==> config.mk <==
export PLATFORM = sky130hd
export DESIGN_NAME = mem_access_ctrl
export DESIGN_NICKNAME = d
export VERILOG_FILES = /design/src/rtl/mem_access_ctrl.sv
export SDC_FILE = /design/constraint.sdc
export NUM_CORES = 1
export LEC_CHECK = 0
export ABC_CLOCK_PERIOD_IN_PS = 2800
export CORE_MARGIN = 1
export CORE_UTILIZATION = 30
export DETAILED_ROUTE_END_ITERATION = 12
export PLACE_DENSITY_LB_ADDON = 0.1
export SETUP_SLACK_MARGIN = 0.05
export SLEW_MARGIN = 40
export SYNTH_ARGS = -nofsm -noshare
export SYNTH_HDL_FRONTEND = slang
export SYNTH_SLANG_ARGS = --single-unit
==> constraint.sdc <==
create_clock -name clock -period 2.8 [get_ports clock]
set_input_delay 0.56 -clock clock [delete_from_list [all_inputs] [get_ports clock]]
set_output_delay 0.56 -clock clock [all_outputs]
set_load 0.05 [all_outputs]
==> src/rtl/mem_access_ctrl.sv <==
// mem_access_ctrl: MAR/MDR initiator sequencing one read or write per request into a 512x32 async-read RAM.
// Optional address fault checking is enabled with `define MEM_ACCESS_ADDR_FAULT_EN.
module mem_access_ctrl #(
    parameter int ADDR_W      = 9,
    parameter int DATA_W      = 32,
    parameter int WAIT_CYCLES = 1
) (
    input  logic              clock,
    input  logic              clear,
    input  logic              rd_req,
    input  logic              wr_req,
    input  logic [DATA_W-1:0] addr_in,
    input  logic [DATA_W-1:0] wdata_in,
    output logic              busy,
    output logic              done,
    output logic [DATA_W-1:0] rdata_out,
    output logic              fault,
    output logic              mem_read,
    output logic              mem_write,
    output logic [ADDR_W-1:0] mem_address,
    output logic [DATA_W-1:0] mem_wdata,
    input  logic [DATA_W-1:0] mem_rdata
);
    typedef enum logic [1:0] {IDLE, SETUP, ACCESS, DONE} state_t;

    state_t            state, state_nx;
    logic              op_wr;
    logic [3:0]        cnt;
    logic [ADDR_W-1:0] mar;
    logic [DATA_W-1:0] mdr;
    logic              req;
    logic              bad_addr;

    assign req = rd_req | wr_req;

`ifdef MEM_ACCESS_ADDR_FAULT_EN
    logic fault_q;
    assign bad_addr = |addr_in[DATA_W-1:ADDR_W];
    // Refused requests set the flag; the next accepted request clears it.
    always_ff @(posedge clock or posedge clear)
        if (clear)
            fault_q <= 1'b0;
        else if (state == IDLE && req)
            fault_q <= bad_addr;
    assign fault = fault_q;
`else
    logic unused_addr_hi;
    assign unused_addr_hi = ^addr_in[DATA_W-1:ADDR_W];
    assign bad_addr       = 1'b0;
    assign fault          = 1'b0;
`endif

    always_ff @(posedge clock or posedge clear)
        if (clear)
            state <= IDLE;
        else
            state <= state_nx;

    always_comb begin
        state_nx = state;
        case (state)
            IDLE:    if (req) state_nx = bad_addr ? DONE : SETUP;
            SETUP:   state_nx = ACCESS;
            ACCESS:  state_nx = (cnt == '0) ? DONE : ACCESS;
            default: state_nx = IDLE;
        endcase
    end

    always_ff @(posedge clock or posedge clear)
        if (clear) begin
            mar   <= '0;
            mdr   <= '0;
            cnt   <= '0;
            op_wr <= 1'b0;
        end else begin
            case (state)
                IDLE:
                    if (req && !bad_addr) begin
                        mar   <= addr_in[ADDR_W-1:0];
                        op_wr <= !rd_req;
                        if (!rd_req)
                            mdr <= wdata_in;
                    end
                SETUP:
                    cnt <= 4'(WAIT_CYCLES - 1);
                ACCESS: begin
                    cnt <= cnt - 4'd1;
                    // Read data is sampled only on the final strobe edge.
                    if (cnt == '0 && !op_wr)
                        mdr <= mem_rdata;
                end
                default: ;
            endcase
        end

    assign busy        = state != IDLE;
    assign done        = state == DONE;
    assign mem_read    = (state == ACCESS) && !op_wr;
    assign mem_write   = (state == ACCESS) && op_wr;
    assign mem_address = mar;
    assign mem_wdata   = mdr;
    assign rdata_out   = mdr;
endmodule

== Word-level counts from Yosys, hierarchy flattened ==
Cells that the tools add are included.
Word-level totals
  flip-flop bits (word level): 48
  latch bits: 0
  bits in writable memories: 0
  ROM bits: 0
  input bits: 100
  output and inout port bits: 78
  memories: 0
Operators by class
  add/subtract/negate cells: 1
  multipliers: 0
  divide/modulo/power cells: 0
  order comparisons: 0
  equality and inequality tests: 6
  shifts and indexed selects: 0
  multiplexer cells: 8
  bitwise gates (word level): 1
  reductions and logical operators: 12
Operators by type and width (count)
  $mux W32: 3
  $pmux W32 S2: 1
  $pmux W4 S2: 1
  $ne A2 B2 Y1 const B: 3
  $pmux W2 S3: 1
  $reduce_bool A2 Y1: 3
  $eq A2 B2 Y1 const B: 2
  $logic_not A4 Y1: 1
  $reduce_and A4 Y1: 1
  $sub A4 B1 Y4 const B: 1
  $logic_and A1 B1 Y1: 3
  $eq A2 B1 Y1 const B: 1
  $logic_not A1 Y1: 2
  $logic_not A2 Y1: 1
  $mux W2: 1
  $reduce_and A2 Y1: 1
  $mux W1: 1
  $or A1 B1 Y1: 1

== Logic depth before layout (Yosys ltp) ==
  depth after elaboration: 4
  gate-level depth with buffers: 7
  depth with buffers taken out: 5

== Least setup slack after synthesis ==
No wires, ideal clock.
  kind: reg-to-output
  from: reg state[0]
  to: out mem_read
  arrival: 2.060 ns
  slack: 0.180 ns
  cell stages (with the launch flop): 7
  buffers on the path: 2
  cell sequence: dfrtp_1 > inv_1 > ha_1 > clkbuf_1 > clkbuf_1 > inv_1 > nor2_1
On the way
  longest elaborated chain between the ends: 2
RTL lines
  start: declaration: RTL line 26  | state_t state, state_nx;
  start signal: assignment: RTL line 57  | state <= state_nx;
  $eq A2 B2 Y1: RTL line 98  | assign mem_read = (state == ACCESS) && !op_wr;
  $logic_and A1 B1 Y1: RTL line 98
  end: declaration: RTL line 18  | output logic mem_read,
No other way between the ends.

== Final worst setup path ==
  from: reg state[0]
  to: out busy
On the way
  longest elaborated chain between the ends: 1
RTL lines
  $reduce_bool A2 Y1: RTL line 96  | assign busy = state != IDLE;
  end: declaration: RTL line 14  | output logic busy,
No other way between the ends.

==> impl_metrics.yaml <==
critical_path:
  worst_setup_path_start_kind: "flip-flop"
  path_max_fanout: 7
  end_kind: "primary output"
  critPathKind: "reg -> out"
  reg2reg_depth: 6
  crit_arrival_ps: 1990
  critical_path_required_ps: 2240
run:
  drv_cap: 0
worst_hold_path:
  hold_path_class: "reg -> reg"
  min_path_cells: 1
global_route:
  grtUsageTotal_pct: 13.57
  grt_max_degree: 27
  grt_first_pass_wirelength_um: 9287
  grt_pass1_vias: 1883
  antenna_found_initial: 0
  grt_overflow: 0
die:
  coreArea_mm2: 0.008299
  die_area_mm2: 0.009030
  num_rows: 33
  initial_core_util_pct: 31.28
  dieWidth_um: 95.03
  die_y_um: 95.03
  ios: 178
logic_synthesis:
  async_reset_ff_share_pct: 100.0
  synthAdderAreaFrac_pct: 2.410
  seq_area_frac_synth_pct: 46.27
  synthTopCellsByArea: "dfrtp_1 46%, mux2_2 31%, buf_4 9.5%, ha_1 2.4%, buf_6 1.3%"
  yosys_warnings: 0
  syn-num-nets: 304
  synth.mux.area_fraction_pct: 32.43
  synth.top_cell.area_share_pct: 46.27
  synth_edf_count: 0
  yosys.area.top_type: "dfrtp_1"
  ys.flop_type: "dfrtp_1"
  synth-simple-area-share_pct: 2.265
  synth-xor-area-share_pct: 0
  synth_seq_cells: 48
  synth_compound_area_share_pct: 3.904
  ys_types: 27
  avgSynthCellArea_um2: 13.05
  synth_top_family_by_area: "multiplexers"
  synth_area_mm2: 0.002596
  syn_inst: 199
route:
  postRouteAntennaNets: 0
  wl_per_cell_um: 14.29
  drc: 0
  wl_um: 6161
  routed_via_density: 4.445
  drt_pass1_iterations: 3
  vias: 1916
  drt_iter0_drc: 40
clock_tree:
  cts-buffers-inserted: 5
  cts_tree: "built"
  postCtsHoldBufs: 0
  cts_root_buf: "clkbuf_8"
  cts.sinks: 48
  clkTransAtPathRegs_ps: 90
  post_cts_buffers: 0
  htree_num_levels: 2
  clock_latency_ps: 300
  clockBufferDepth: 2
  cts-resized-gates: 0
timing:
  finalClockSkew_ps: 3.139
  finalCritPeriodShare_pct: 90.97
  setup-violations-final: 0
  slew_violations: 0
  finalWorstSetupSlack_ps: 252.8
  hold_viol: 0
  timing.hold.ws_ps: 512.1
  fin_crit_ps: 2547
  tns_ps: 0
  worst_pin_slew_ps: 527.6
  fmax_mhz: 392.6
  max_slew_margin_pct: 64.77
  rsz0062_at_grt: "false"
finish:
  nets: 430
  drive_above_1_share_pct: 27.91
  final_cell_mix: "151 x clkdlybuf4s50_1, 72 x mux2_2, 48 x dfrtp_1"
  antenna-diode-count: 0
  layout_commonest_cell: "clkdlybuf4s50_1"
  syn2layout_area_growth_pct: 59.86
place:
  dp_slack_ps: 423.3
  post-dp-hpwl_um: 4643
  io_buffer_count: 153
  place.gp.congestion: 0.7212
outcome:
  outcome: "complete, no violations"
-- worst max-delay path, cell delays in order, from the launching register on --
cell and delay, ps:
dfrtp_1 410, inv_1 80, ha_1 280, inv_1 120, clkdlybuf4s50_1 810
-- final timing paths --
| kind | startpoint | endpoint | slack, ps |
|---|---|---|---|
| setup / recovery | state[0] | busy | 250 |
| hold / removal | mem_address[4] | mem_address[4] | 510 |
| setup reg to reg | cnt[0] | mem_wdata[7] | 610 |
| hold reg to reg | mem_address[4] | mem_address[4] | 510 |
| max in group asynchronous | clear | mem_wdata[20] | 1660 |
| min in group asynchronous | clear | mem_wdata[1] | 610 |
-- cell usage after synthesis, types with 2 or more instances --
cell / n
nand2b_1: 2
a21oi_1: 2
buf_6: 3
o21ai_0: 2
o41ai_1: 2
mux2i_1: 2
ha_1: 5
clkbuf_1: 4
dfrtp_1: 48
mux2_2: 72
inv_1: 8
buf_4: 33
o22ai_1: 2
-- routing by layer --
layer	vias up	GRT usage (%)	wire (µm)
met2	87	22.06	2948
met1	912	17.46	2629
met4	0	4.545	76
met5	-	0	0
li1	911	-	-
met3	6	3.589	506
-- area by class of cell --
class | instances | area [µm²]
Fill cell | 735 | 4149
Tap cell | 105 | 131.4
Clock inverter | 2 | 35.03
Sequential cell | 48 | 1201
Multi-Input combinational cell | 103 | 1071
Clock buffer | 6 | 72.57
Timing Repair Buffer | 159 | 1609
Inverter | 8 | 30.03
-- sequential cells by signal, summed over array words and instances (netlist names) --
signal,cells
state,2
cnt,4
mem_wdata,32
op_wr,1
mem_address,9
-- metrics by stage --
step / instance area (µm²) / utilization [%] / std cells
2_1_floorplan: 2596 / - / 199
3_3_place_gp: 4043 / 48.71 / 423
3_5_place_dp: 4043 / 48.71 / 423
4_1_cts: 4150 / 50.01 / 431
5_1_grt: 4150 / 50.01 / 431
6_report: 4150 / 50.01 / 431
-- kinds of logic (layout without fill, tap and decap cells) --
| group | Yosys count | in the layout |
|---|---|---|
| AOI/OAI and AO/OA | 13 | 13 |
| and+or+nand+nor | 9 | 9 |
| DFF | 48 | 48 |
| muxes | 75 | 75 |
| other | 1 | 1 |
| buffers and inverters | 48 | 175 |
| adders and majority gates | 5 | 5 |
Power is left out: the tool's default activity adds up to more than one toggle a clock period on the data nets, which glitch-free logic cannot reach.
